**config.mk**
```make
export PLATFORM = sky130hd
export DESIGN_NAME = v14_peak_finder
export DESIGN_NICKNAME = d
export VERILOG_FILES = /design/src/rtl/v14_peak_finder.sv
export SDC_FILE = /design/constraint.sdc
export NUM_CORES = 1
export LEC_CHECK = 0
export ABC_AREA = 1
export CAP_MARGIN = 20
export CORE_UTILIZATION = 55
export CTS_BUF_LIST = sky130_fd_sc_hd__clkbuf_2
export CTS_CLUSTER_DIAMETER = 120
export DETAILED_ROUTE_END_ITERATION = 8
export PLACE_DENSITY = 0.79
export SLEW_MARGIN = 20
export SYNTH_ARGS = -nofsm -noshare
export SYNTH_HDL_FRONTEND = slang
export SYNTH_SLANG_ARGS = --single-unit
export TNS_END_PERCENT = 1
```
**constraint.sdc**
```tcl
create_clock -name clk -period 2.45 [get_ports clk]
set_input_delay 0.49 -clock clk [delete_from_list [all_inputs] [get_ports clk]]
set_output_delay 0.49 -clock clk [all_outputs]
set_load 0.05 [all_outputs]
```
**src/rtl/v14_peak_finder.sv**
```systemverilog
`timescale 1ns/1ps
// v14_peak_finder: threshold pulse extractor behind the v14 trapezoidal filter.
// Optional pile-up rejection is compiled in when V14_PEAK_PILEUP_EN is defined.
`ifndef SIZE_FILTER_DATA
`define SIZE_FILTER_DATA 16
`endif

module v14_peak_finder #(
  parameter int DATA_W    = `SIZE_FILTER_DATA,
  parameter int THRESHOLD = 100,
  parameter int MIN_WIDTH = 4,
  parameter int MAX_WIDTH = 32,
  parameter int HOLDOFF   = 8,
  parameter int TS_W      = 32,
  parameter int WIDTH_W   = 8
) (
  input  logic                     clk,
  input  logic                     rst_n,
  input  logic signed [DATA_W-1:0] filter_data,
  output logic                     event_valid,
  input  logic                     event_ready,
  output logic signed [DATA_W-1:0] event_amp,
  output logic [TS_W-1:0]          event_ts,
  output logic [WIDTH_W-1:0]       event_width,
  output logic [15:0]              drop_cnt,
  output logic [15:0]              pileup_cnt
);
  localparam int HOLD_W = (HOLDOFF > 1) ? $clog2(HOLDOFF) : 1;
  localparam logic signed [DATA_W-1:0] THR = DATA_W'(THRESHOLD);
  localparam logic [HOLD_W-1:0]  HOLD_LAST = HOLD_W'((HOLDOFF > 0) ? HOLDOFF - 1 : 0);
  localparam logic [WIDTH_W-1:0] WIDTH_SAT = {WIDTH_W{1'b1}};
  localparam logic [WIDTH_W-1:0] MIN_W     = WIDTH_W'(MIN_WIDTH);

  typedef enum logic [1:0] {IDLE, PEAK, HOLD} state_t;

  state_t                     state, state_next;
  logic signed [DATA_W-1:0]   din_q, peak_amp;
  logic [TS_W-1:0]            ts_cnt, ts_q, peak_ts;
  logic [WIDTH_W-1:0]         width;
  logic [HOLD_W-1:0]          hold_cnt;
  logic                       pile_wait;
  logic                       above, issue, pile_hit;

  assign above = din_q > THR;

  // Input stage: sample and its timestamp travel together.
  // NOTE: sequential state uses non-blocking assignments so every register sees pre-edge values.
  always_ff @(posedge clk or negedge rst_n) begin
    if (!rst_n) begin
      din_q  <= '0;
      ts_q   <= '0;
      ts_cnt <= '0;
    end else begin
      din_q  <= filter_data;
      ts_q   <= ts_cnt;
      ts_cnt <= ts_cnt + 1'b1;
    end
  end

  always_ff @(posedge clk or negedge rst_n) begin
    if (!rst_n) state <= IDLE;
    else        state <= state_next;
  end

  always_comb begin
    // NOTE: default first so no path through this block leaves state_next unassigned (no latch).
    state_next = state;
    unique case (state)
      IDLE: if (above) state_next = PEAK;
      PEAK: begin
        if (pile_hit)            state_next = HOLD;
        else if (!above)
          if (width < MIN_W)     state_next = IDLE;
          else                   state_next = (HOLDOFF == 0) ? IDLE : HOLD;
      end
      HOLD: begin
        if (pile_wait) begin
          if (!above)            state_next = (HOLDOFF == 0) ? IDLE : HOLD;
        end else if (hold_cnt == HOLD_LAST) state_next = IDLE;
      end
      default:                   state_next = IDLE;
    endcase
  end

  always_comb begin
    issue    = (state == PEAK) && !above && (width >= MIN_W) && !pile_hit;
    pile_hit = 1'b0;
`ifdef V14_PEAK_PILEUP_EN
    // The (MAX_WIDTH+1)-th over-threshold sample marks a pile-up.
    pile_hit = (state == PEAK) && above && (32'(width) >= 32'(MAX_WIDTH));
`endif
  end

  // Pulse tracking: earliest maximum wins, width saturates.
  always_ff @(posedge clk or negedge rst_n) begin
    if (!rst_n) begin
      peak_amp  <= '0;
      peak_ts   <= '0;
      width     <= '0;
      hold_cnt  <= '0;
      pile_wait <= 1'b0;
    end else begin
      unique case (state)
        IDLE: if (above) begin
          peak_amp <= din_q;
          peak_ts  <= ts_q;
          width    <= WIDTH_W'(1);
        end
        PEAK: begin
          hold_cnt  <= '0;
          pile_wait <= pile_hit;
          if (above) begin
            if (width != WIDTH_SAT) width <= width + 1'b1;
            if (din_q > peak_amp) begin
              peak_amp <= din_q;
              peak_ts  <= ts_q;
            end
          end
        end
        HOLD: begin
          if (pile_wait) begin
            if (!above) pile_wait <= 1'b0;
          end else begin
            hold_cnt <= hold_cnt + 1'b1;
          end
        end
        default: ;
      endcase
    end
  end

  // Single-entry output register; a new event may replace one leaving this cycle.
  always_ff @(posedge clk or negedge rst_n) begin
    if (!rst_n) begin
      event_valid <= 1'b0;
      event_amp   <= '0;
      event_ts    <= '0;
      event_width <= '0;
      drop_cnt    <= '0;
    end else if (issue) begin
      if (!event_valid || event_ready) begin
        event_valid <= 1'b1;
        event_amp   <= peak_amp;
        event_ts    <= peak_ts;
        event_width <= width;
      end else if (drop_cnt != 16'hFFFF) begin
        drop_cnt <= drop_cnt + 16'd1;
      end
    end else if (event_valid && event_ready) begin
      event_valid <= 1'b0;
    end
  end

`ifdef V14_PEAK_PILEUP_EN
  always_ff @(posedge clk or negedge rst_n) begin
    if (!rst_n)                                pileup_cnt <= '0;
    else if (pile_hit && pileup_cnt != 16'hFFFF) pileup_cnt <= pileup_cnt + 16'd1;
  end
`else
  assign pileup_cnt = 16'd0;
`endif

endmodule
```
==> results of run 1 <==
-- cells in the mapped netlist (3+ instances only) --
cell type / n
a21oi_1: 13
buf_2: 6
buf_4: 24
buf_6: 6
clkbuf_1: 4
dfrtp_1: 215
ha_1: 26
inv_1: 67
mux2_2: 35
nand2_1: 201
nand2_2: 4
nand3_1: 70
nand3_2: 3
nand4_1: 11
nor2_1: 47
nor2_2: 3
nor3_1: 14
nor3_2: 4
o21ai_0: 37
xnor2_1: 13
xor2_1: 31
-- sequential cells by signal, summed over array words and instances, names as in the netlist --
signal       cells
event_amp       16
ts_q            32
event_ts        32
hold_cnt         3
event_width      8
peak_amp        16
state            2
peak_ts         32
din_q           16
ts_cnt          32
event_valid      1
width            8
pile_wait        1
drop_cnt        16
-- power by group --
| group | switching [mW] | internal (mW) |
|---|---|---|
| Sequential | 0.260 | 3.97 |
| Clock | 1.27 | 0.863 |
| Combinational | 2.00 | 0.823 |
-- logic make-up after synthesis --
kind of cell,count (synthesis)
AO/OA/AOI/OAI,58
flip-flops,215
multiplexers,35
AND/OR/NAND/NOR,364
other,1
XOR/XNOR,44
adder cells (fa/ha/maj),26
buffers and inverters,108
-- per-stage QoR --
stage          total power [mW]  utilization  std cells  hold slack (ns)
4_1_cts                   9.293       0.6536       1226          0.07578
5_1_grt                   9.821       0.6537       1227          0.06505
6_report                  9.190       0.6537       1227           0.1572
3_5_place_dp              7.287       0.6327       1146           0.3695
3_3_place_gp              7.215       0.6327       1146           0.3656
2_1_floorplan             6.388            -        866           0.1944
-- routing by layer --
| layer | GRT usage | share of wire | vias up |
|---|---|---|---|
| met1 | 0.2978 | 0.47 | 2912 |
| met5 | 0 | 0 | - |
| li1 | - | - | 3012 |
| met3 | 0.05161 | 0.052 | 26 |
| met2 | 0.3410 | 0.46 | 164 |
| met4 | 0.07456 | 0.018 | 0 |
-- worst paths after layout --
path	cells past startpoint	endpoint	start
min in group asynchronous	2	event_amp[11]$_DFFE_PN0P_	rst_n
max in group asynchronous	3	ts_q[8]$_DFF_PN0_	rst_n
worst max register to register	13	peak_amp[10]$_DFFE_PN0P_	din_q[15]$_DFF_PN0_
worst max-delay path	1	drop_cnt[10]	drop_cnt[10]$_DFFE_PN0P_
worst min register to register	0	ts_q[30]$_DFF_PN0_	ts_cnt[30]$_DFF_PN0_
worst min-delay path	1	din_q[3]$_DFF_PN0_	filter_data[3]
-- placed cells by master, fill, tap and decap left out, types with 26 or more instances in the layout --
master / instances
nor2_1: 47
dfrtp_1: 215
inv_1: 67
dlygate4sd2_1: 73
ha_1: 26
nand2_1: 201
mux2_2: 35
nand3_1: 70
xor2_1: 31
clkbuf_2: 71
o21ai_0: 37
-- final cells by class --
type                       count  share of cell area
clock inverter                 8            0.005542
inverter                      68             0.02458
antenna                        1           0.0002410
sequential                   215              0.5181
tap                          216             0.02602
timing repair buffer         105             0.09446
clock buffer                  71             0.03422
multi-input combinational    543              0.2969
-- repair_timing --
action,4_1_cts,5_1_grt
setup endpoints to repair,73,0
hold buffers,1,0
resized for setup,73,0
endpoints found under the hold margin,130,0
==> flow_metrics.env, run 1 <==
export IMPL_relSlewSlack=0.6394
export IMPL_grt_pass1_vias=6051
export IMPL_drive_above_1_share=0.1396
export IMPL_outcome="complete, no violations"
export IMPL_finalClockSkew_ns=0.02442
export IMPL_areaGrowthSynthToFinish_pct=16.04
export IMPL_wl_per_cell_microns=13.66
export IMPL_cts_buffer_depth=3
export IMPL_final_period_utilization=0.9345
export IMPL_finalHoldViolCount=0
export IMPL_num_rows=46
export IMPL_placed_area_sq_um=10050
export IMPL_nets=1030
export IMPL_first_pass_iters=5
export IMPL_synth_simple_area_share=0.1796
export IMPL_yosysTopAreaCellShare=0.6011
export IMPL_syn_area_sq_um=8950
export IMPL_power_density_nw_per_um2=885.0
export IMPL_wirelength_microns=16760
export IMPL_multi_input_area_sq_um=3083
export IMPL_final_fill_count=1300
export IMPL_htreeDepth=2
export IMPL_grt_use_total=0.2170
export IMPL_crit_buf_inv=1
export IMPL_ir_drop_uv=399.1
export IMPL_post_place_ws_ns=0.2012
export IMPL_ys_ff_latch=215
export IMPL_clk_latency_ns=0.76
export IMPL_dpl_hpwl_microns=11440
export IMPL_fin_area_sq_um=10390
export IMPL_dieArea_sq_um=16790
export IMPL_cts_num_sinks=215
export IMPL_die_x_microns=129.6
export IMPL_period_needed_ns=2.289
export IMPL_synth_area_leader_cell="dfrtp_1"
export IMPL_grt_pass1_wl_microns=28450
export IMPL_antenna_found_initial=1
export IMPL_slew_viol_final=0
export IMPL_die_h_microns=129.6
export IMPL_crit_type="register to output port"
export IMPL_seq_area_frac_synth=0.6011
export IMPL_endpoint_kind="output port"
export IMPL_finalSetupViolCount=0
export IMPL_vias=6114
export IMPL_core_sq_um=15890
export IMPL_ctsRootBufferMaster="clkbuf_2"
export IMPL_ys_warn_count=0
export IMPL_synth_distinct_cells=34
export IMPL_gp_congestion=0.8532
export IMPL_cts_tree="built"
export IMPL_portBuffers=91
export IMPL_synth_xor_area_share=0.04306
export IMPL_grt_max_degree=78
export IMPL_cp_required_ns=1.96
export IMPL_hp_class="input port to register"
export IMPL_worst_slew_pin_slew_ns=0.5430
export IMPL_post_cts_setup_buffers=0
export IMPL_crit_chain="dlygate4sd2_1"
export IMPL_async_flop_share=1.000
export IMPL_tns_ns=0
export IMPL_dominantRegCellSynth="dfrtp_1"
export IMPL_overflow=0
export IMPL_avgSynthCellArea_sq_um=10.52
export IMPL_synth_top_family_by_area="simple AND/OR/NAND/NOR gates"
export IMPL_start_kind="register"
export IMPL_synth_compound_area_share=0.03411
export IMPL_antenna_left=0
export IMPL_synthAdderAreaFrac=0.03635
export IMPL_finalWorstSetupSlack_ns=0.1605
export IMPL_fmax_ghz=0.4368
export IMPL_arrival_ns=1.80
export IMPL_final_seq_area_sq_um=5380
export IMPL_drc_errors=0
export IMPL_drt_iter0_markers=351
export IMPL_max_stage_delay_ns=0.57
export IMPL_synth_area_mux_share=0.04404
export IMPL_worst_path_max_delay_cell="dlygate4sd2_1"
export IMPL_clkSlewWorstSetupHoldPaths_ns=0.09
export IMPL_syn_inst=851
export IMPL_leakagePower_nw=5.667
export IMPL_start_util=0.5634
export IMPL_drv_cap=0
export IMPL_rsz0062_at_grt="false"
export IMPL_critical_path_top_delay_family="buffers and inverters"
export IMPL_cts_buffers=52
export IMPL_path_max_fanout=6
export IMPL_worst_r2r_setup_slack_ns=0.36
export IMPL_yosys_top_cells_area="dfrtp_1 60%, nand2_1 8.4%, mux2_2 4.4%"
export IMPL_io_pins=108
export IMPL_synth_edf_count=0
export IMPL_viasPerCell=4.983
(Power assumes the default switching activity.)
==> run 2, diff against run 1 <==
- CORE_UTILIZATION: 55 -> 40
- PLACE_DENSITY: 0.79 -> not set
==> run 2 against run 1 <==
Effect of this change: die area increased by 37%; wire length grew 2.5%; first-iteration DRC count is 23% lower; clock power is 7% higher; global-route usage down 5.7 points; via count is 0.67% lower; clock skew rose by 0.015 ns; worst setup slack got worse by 0.020 ns; core utilization shrank 17 points; combinational power about the same; register-to-register slack about the same; critical path depth stayed put; largest cell class unchanged.
==> flow_metrics.env, run 2 (synthesis results as in run 1) <==
export IMPL_outcome="complete, no violations"
export IMPL_gp_congestion=0.8292
export IMPL_first_pass_iters=4
export IMPL_final_util=0.4819
export IMPL_grt_util_met2=0.2438
export IMPL_finalSetupViolCount=0
export IMPL_nets=1033
export IMPL_cts_buffer_depth=3
export IMPL_cts_num_sinks=215
export IMPL_use_met3=0.03683
export IMPL_grt_use_total=0.1602
export IMPL_final_seq_area_sq_um=5380
export IMPL_die_x_microns=151.6
export IMPL_vias=6073
export IMPL_final_common_cell="dfrtp_1"
export IMPL_tns_ns=0
export IMPL_arrival_ns=1.82
export IMPL_worst_slew_pin_slew_ns=0.5523
export IMPL_finalHoldViolCount=0
export IMPL_power_mw=9.319
export IMPL_dieArea_sq_um=22980
export IMPL_areaGrowthSynthToFinish_pct=17.88
export IMPL_core_sq_um=21890
export IMPL_cts_buffers=52
export IMPL_final_fill_count=2142
export IMPL_portBuffers=91
export IMPL_wirelength_microns=17190
export IMPL_crit_chain="dlygate4sd2_1"
export IMPL_leakagePower_nw=5.714
export IMPL_grt_pass1_vias=6083
export IMPL_antenna_left=0
export IMPL_start_kind="register"
export IMPL_final_period_utilization=0.9428
export IMPL_ir_drop_uv=433.8
export IMPL_finalClockSkew_ns=0.03944
export IMPL_critical_path_top_delay_family="buffers and inverters"
export IMPL_met1_usage=0.2227
export IMPL_ctsRootBufferMaster="clkbuf_2"
export IMPL_final_cell_mix="215 x dfrtp_1, 201 x nand2_1, 73 x dlygate4sd2_1"
export IMPL_power_density_nw_per_um2=883.3
export IMPL_viasPerCell=4.650
export IMPL_multi_input_area_sq_um=3083
export IMPL_crit_type="register to output port"
export IMPL_post_cts_setup_buffers=0
export IMPL_num_rows=54
export IMPL_drt_iter0_markers=270
export IMPL_antenna_found_initial=1
export IMPL_drc_errors=0
export IMPL_drive_above_1_share=0.1444
export IMPL_grt_pass1_wl_microns=29240
export IMPL_crit_buf_inv=1
export IMPL_cp_required_ns=1.96
export IMPL_clk_latency_ns=0.79
export IMPL_rsz0062_at_grt="false"
export IMPL_start_util=0.4088
export IMPL_endpoint_kind="output port"
export IMPL_post_place_ws_ns=0.3227
export IMPL_finalWorstSetupSlack_ns=0.1400
export IMPL_whs_ns=0.1547
export IMPL_busiest_layer="met2"
export IMPL_max_stage_delay_ns=0.57
export IMPL_wl_per_cell_microns=13.16
export IMPL_dpl_hpwl_microns=11530
export IMPL_period_needed_ns=2.310
export IMPL_io_pins=108
export IMPL_hp_class="input port to register"
export IMPL_slew_viol_final=0
export IMPL_fmax_ghz=0.4329
export IMPL_overflow=0
export IMPL_htreeDepth=2
export IMPL_die_h_microns=151.6
export IMPL_relSlewSlack=0.6332
export IMPL_clkSlewWorstSetupHoldPaths_ns=0.11
export IMPL_worst_path_max_delay_cell="dlygate4sd2_1"
export IMPL_drv_cap=0
export IMPL_cts_tree="built"
export IMPL_path_max_fanout=7
export IMPL_grt_max_degree=69
-- run 2: final cells by class --
cell class	count	share of cell area
flip-flops and latches	215	0.5100
multi-input cells	543	0.2922
inverters	68	0.02419
clock inverters	19	0.009606
clock buffers	72	0.03416
repair buffers	108	0.09642
diodes	1	0.0002372
well taps	280	0.03321
-- run 2: final timing paths --
kind	cells past startpoint	to	slack, ns	from
worst min-delay path	1	din_q[5]$_DFF_PN0_	0.15	filter_data[5]
worst max register to register	12	peak_ts[16]$_DFFE_PN0P_	0.35	din_q[15]$_DFF_PN0_
worst max-delay path	1	drop_cnt[5]	0.14	drop_cnt[5]$_DFFE_PN0P_
min in group asynchronous	2	event_amp[13]$_DFFE_PN0P_	0.26	rst_n
max in group asynchronous	3	ts_cnt[3]$_DFF_PN0_	1.53	rst_n
worst min register to register	0	ts_q[27]$_DFF_PN0_	0.38	ts_cnt[27]$_DFF_PN0_
-- run 2: timing repair --
item / 4_1_cts / 5_1_grt
resized for setup: 73 / 0
setup endpoints to repair: 73 / 0
hold endpoints to repair: 62 / 0
hold buffers: 1 / 0
-- run 2: where the power goes --
group / leakage [nW] / switching (mW) / internal [mW]
registers: 2.87 / 0.260 / 3.97
clock network: 0.351 / 1.38 / 0.900
logic: 2.50 / 1.99 / 0.815
total: 5.71 / 3.63 / 5.69
-- run 2: metrics by stage --
step | instance area (sq um) | std cells
after floorplan | 9006 | 866
after global placement | 10170 | 1213
after detailed placement | 10170 | 1213
after CTS | 10550 | 1305
after global routing | 10550 | 1306
final | 10550 | 1306
-- run 2: layer usage --
metal,up-vias,wire [microns]
met4,0,399
met5,-,0
met2,121,7536
met3,36,744
met1,2885,8505
li1,3031,-
==> run 3, diff against run 2 <==
- CAP_MARGIN: 20 -> 10
- HOLD_SLACK_MARGIN: not set -> 0.08
==> run 3 against run 2 <==
Effect of this change: core utilization increased by 0.37 points; clock skew increased by 0.0040 ns; final cell count increased by 0.61%; critical path type unchanged; critical endpoint unchanged; largest cell class unchanged.
==> flow_metrics.env, run 3 (synthesis results as in run 1) <==
export IMPL_hp_class="input port to register"
export IMPL_worst_slew_pin_slew_ns=0.5517
export IMPL_cp_required_ns=1.96
export IMPL_multi_input_area_sq_um=3083
export IMPL_grt_use_total=0.1607
export IMPL_crit_start="drop_cnt[5]$_DFFE_PN0P_"
export IMPL_path_max_fanout=7
export IMPL_arrival_ns=1.81
export IMPL_core_sq_um=21890
export IMPL_hold_depth=1
export IMPL_crit_chain="dlygate4sd2_1"
export IMPL_timing_rr_start="din_q[15]$_DFF_PN0_"
export IMPL_gp_congestion=0.8292
export IMPL_start_util=0.4088
export IMPL_final_period_utilization=0.9403
export IMPL_hold_end="din_q[14]$_DFF_PN0_"
export IMPL_seqPwrFrac=0.454
export IMPL_critical_path_top_delay_family="buffers and inverters"
export IMPL_period_needed_ns=2.304
export IMPL_finalHoldViolCount=0
export IMPL_portBuffers=91
export IMPL_p_int_mw=5.696
export IMPL_finalWorstSetupSlack_ns=0.1462
export IMPL_worst_r2r_setup_slack_ns=0.35
export IMPL_wirelength_microns=17240
export IMPL_finalClockSkew_ns=0.04339
export IMPL_num_rows=54
export IMPL_viasPerCell=4.653
export IMPL_reg2regPathDepth=12
export IMPL_start_kind="register"
export IMPL_die_h_microns=151.6
export IMPL_antenna_found_initial=1
export IMPL_outcome="complete, no violations"
export IMPL_drv_cap=0
export IMPL_vias=6114
export IMPL_areaGrowthSynthToFinish_pct=18.78
export IMPL_p_comb_frac=0.302
export IMPL_power_mw=9.331
export IMPL_crit_buf_inv=1
export IMPL_grt_pass1_wl_microns=29360
export IMPL_power_density_nw_per_um2=877.8
export IMPL_drive_above_1_share=0.1433
export IMPL_cts_tree="built"
export IMPL_r2r_end="peak_ts[16]$_DFFE_PN0P_"
export IMPL_worstHoldStart="filter_data[14]"
export IMPL_dieArea_sq_um=22980
export IMPL_fmax_ghz=0.4341
export IMPL_overflow=0
export IMPL_rsz0062_at_grt="false"
export IMPL_worst_path_max_delay_cell="dlygate4sd2_1"
export IMPL_nets=1041
export IMPL_post_cts_setup_buffers=0
export IMPL_switchingPower_mw=3.635
export IMPL_drt_iter0_markers=250
export IMPL_post_place_ws_ns=0.3227
export IMPL_io_pins=108
export IMPL_max_stage_delay_ns=0.57
export IMPL_final_fill_count=2137
export IMPL_clkSlewWorstSetupHoldPaths_ns=0.11
export IMPL_tns_ns=0
export IMPL_slew_viol_final=0
export IMPL_drc_errors=0
export IMPL_ir_drop_uv=433.8
export IMPL_endpoint_kind="output port"
export IMPL_ctsRootBufferMaster="clkbuf_2"
export IMPL_htreeDepth=2
export IMPL_relSlewSlack=0.6336
export IMPL_die_x_microns=151.6
export IMPL_antenna_left=0
export IMPL_dpl_hpwl_microns=11530
export IMPL_clk_latency_ns=0.78
export IMPL_final_common_cell="dfrtp_1"
export IMPL_grt_pass1_vias=6113
export IMPL_wl_per_cell_microns=13.12
export IMPL_pwr_share_clk=0.244
export IMPL_cts_buffers=52
export IMPL_final_cell_mix="215 x dfrtp_1, 201 x nand2_1, 73 x dlygate4sd2_1"
export IMPL_finalSetupViolCount=0
export IMPL_crit_type="register to output port"
export IMPL_p_sw_frac=0.3895
export IMPL_grt_max_degree=69
export IMPL_final_seq_area_sq_um=5380
export IMPL_cts_num_sinks=215
export IMPL_first_pass_iters=4
export IMPL_leakagePower_nw=5.748
export IMPL_cts_buffer_depth=3
[run 3: cell type report]
| type | instances | share of cell area |
|---|---|---|
| Inverter | 68 | 0.02401 |
| Clock inverter | 19 | 0.009534 |
| Tap cell | 280 | 0.03296 |
| Multi-Input combinational cell | 543 | 0.2900 |
| Timing Repair Buffer | 116 | 0.1032 |
| Clock buffer | 72 | 0.03390 |
| Antenna cell | 1 | 0.0002354 |
| Sequential cell | 215 | 0.5061 |
[run 3: what timing repair did]
item	4_1_cts	5_1_grt
resized for setup	73	0
hold buffers	8	1
endpoints found under the setup margin	73	0
hold endpoints to repair	216	1
[run 3: stage by stage]
| stage | area (sq um) | util | hold slack (ns) | cells |
|---|---|---|---|---|
| global placement | 10170 | 0.4644 | 0.3591 | 1213 |
| CTS | 10620 | 0.4850 | 0.08106 | 1312 |
| floorplan | 9006 | - | 0.1944 | 866 |
| finish | 10630 | 0.4856 | 0.1734 | 1314 |
| global route | 10630 | 0.4856 | 0.08949 | 1314 |
| detailed placement | 10170 | 0.4644 | 0.3622 | 1213 |
[run 3: worst max path at each step]
stage | end | slack [ns] | depth (start not counted)
4_1_cts | drop_cnt[5] | 0.02 | 1
3_3_place_gp | drop_cnt[11]$_DFFE_PN0P_ | 0.36 | 9
3_5_place_dp | drop_cnt[11]$_DFFE_PN0P_ | 0.32 | 9
2_1_floorplan | drop_cnt[6]$_DFFE_PN0P_ | 0.36 | 9
5_1_grt | drop_cnt[5] | 0.01 | 1
6_report | drop_cnt[5] | 0.15 | 1
[run 3: power by group through the flow]
stage	registers, mW	clock network (mW)	logic, mW
2_1_floorplan	4.96	0	1.43
3_5_place_dp	4.31	0	2.99
3_3_place_gp	4.30	0	2.95
5_1_grt	4.30	2.57	3.15
4_1_cts	4.24	2.41	2.87
6_report	4.23	2.28	2.82
[run 3: metal layers]
metal | global-route usage | share of wire | wire length (microns) | vias to the layer above
li1 | - | - | - | 3050
met1 | 0.2234 | 0.49 | 8466 | 2903
met2 | 0.2447 | 0.44 | 7607 | 125
met3 | 0.03683 | 0.044 | 767 | 36
met4 | 0.06040 | 0.023 | 399 | 0
met5 | 0 | 0 | 0 | -
[run 3: worst register-to-register path, stage by stage (launching register included)]
cell	delay, ns
dfrtp_1	0.41
ha_1	0.34
nand2_1	0.10
nor3_2	0.24
nand2_1	0.11
nand3_1	0.08
nand2_1	0.06
nand2_1	0.07
nand2_2	0.07
nand2_1	0.08
buf_4	0.31
nand2_1	0.11
nand2_1	0.07
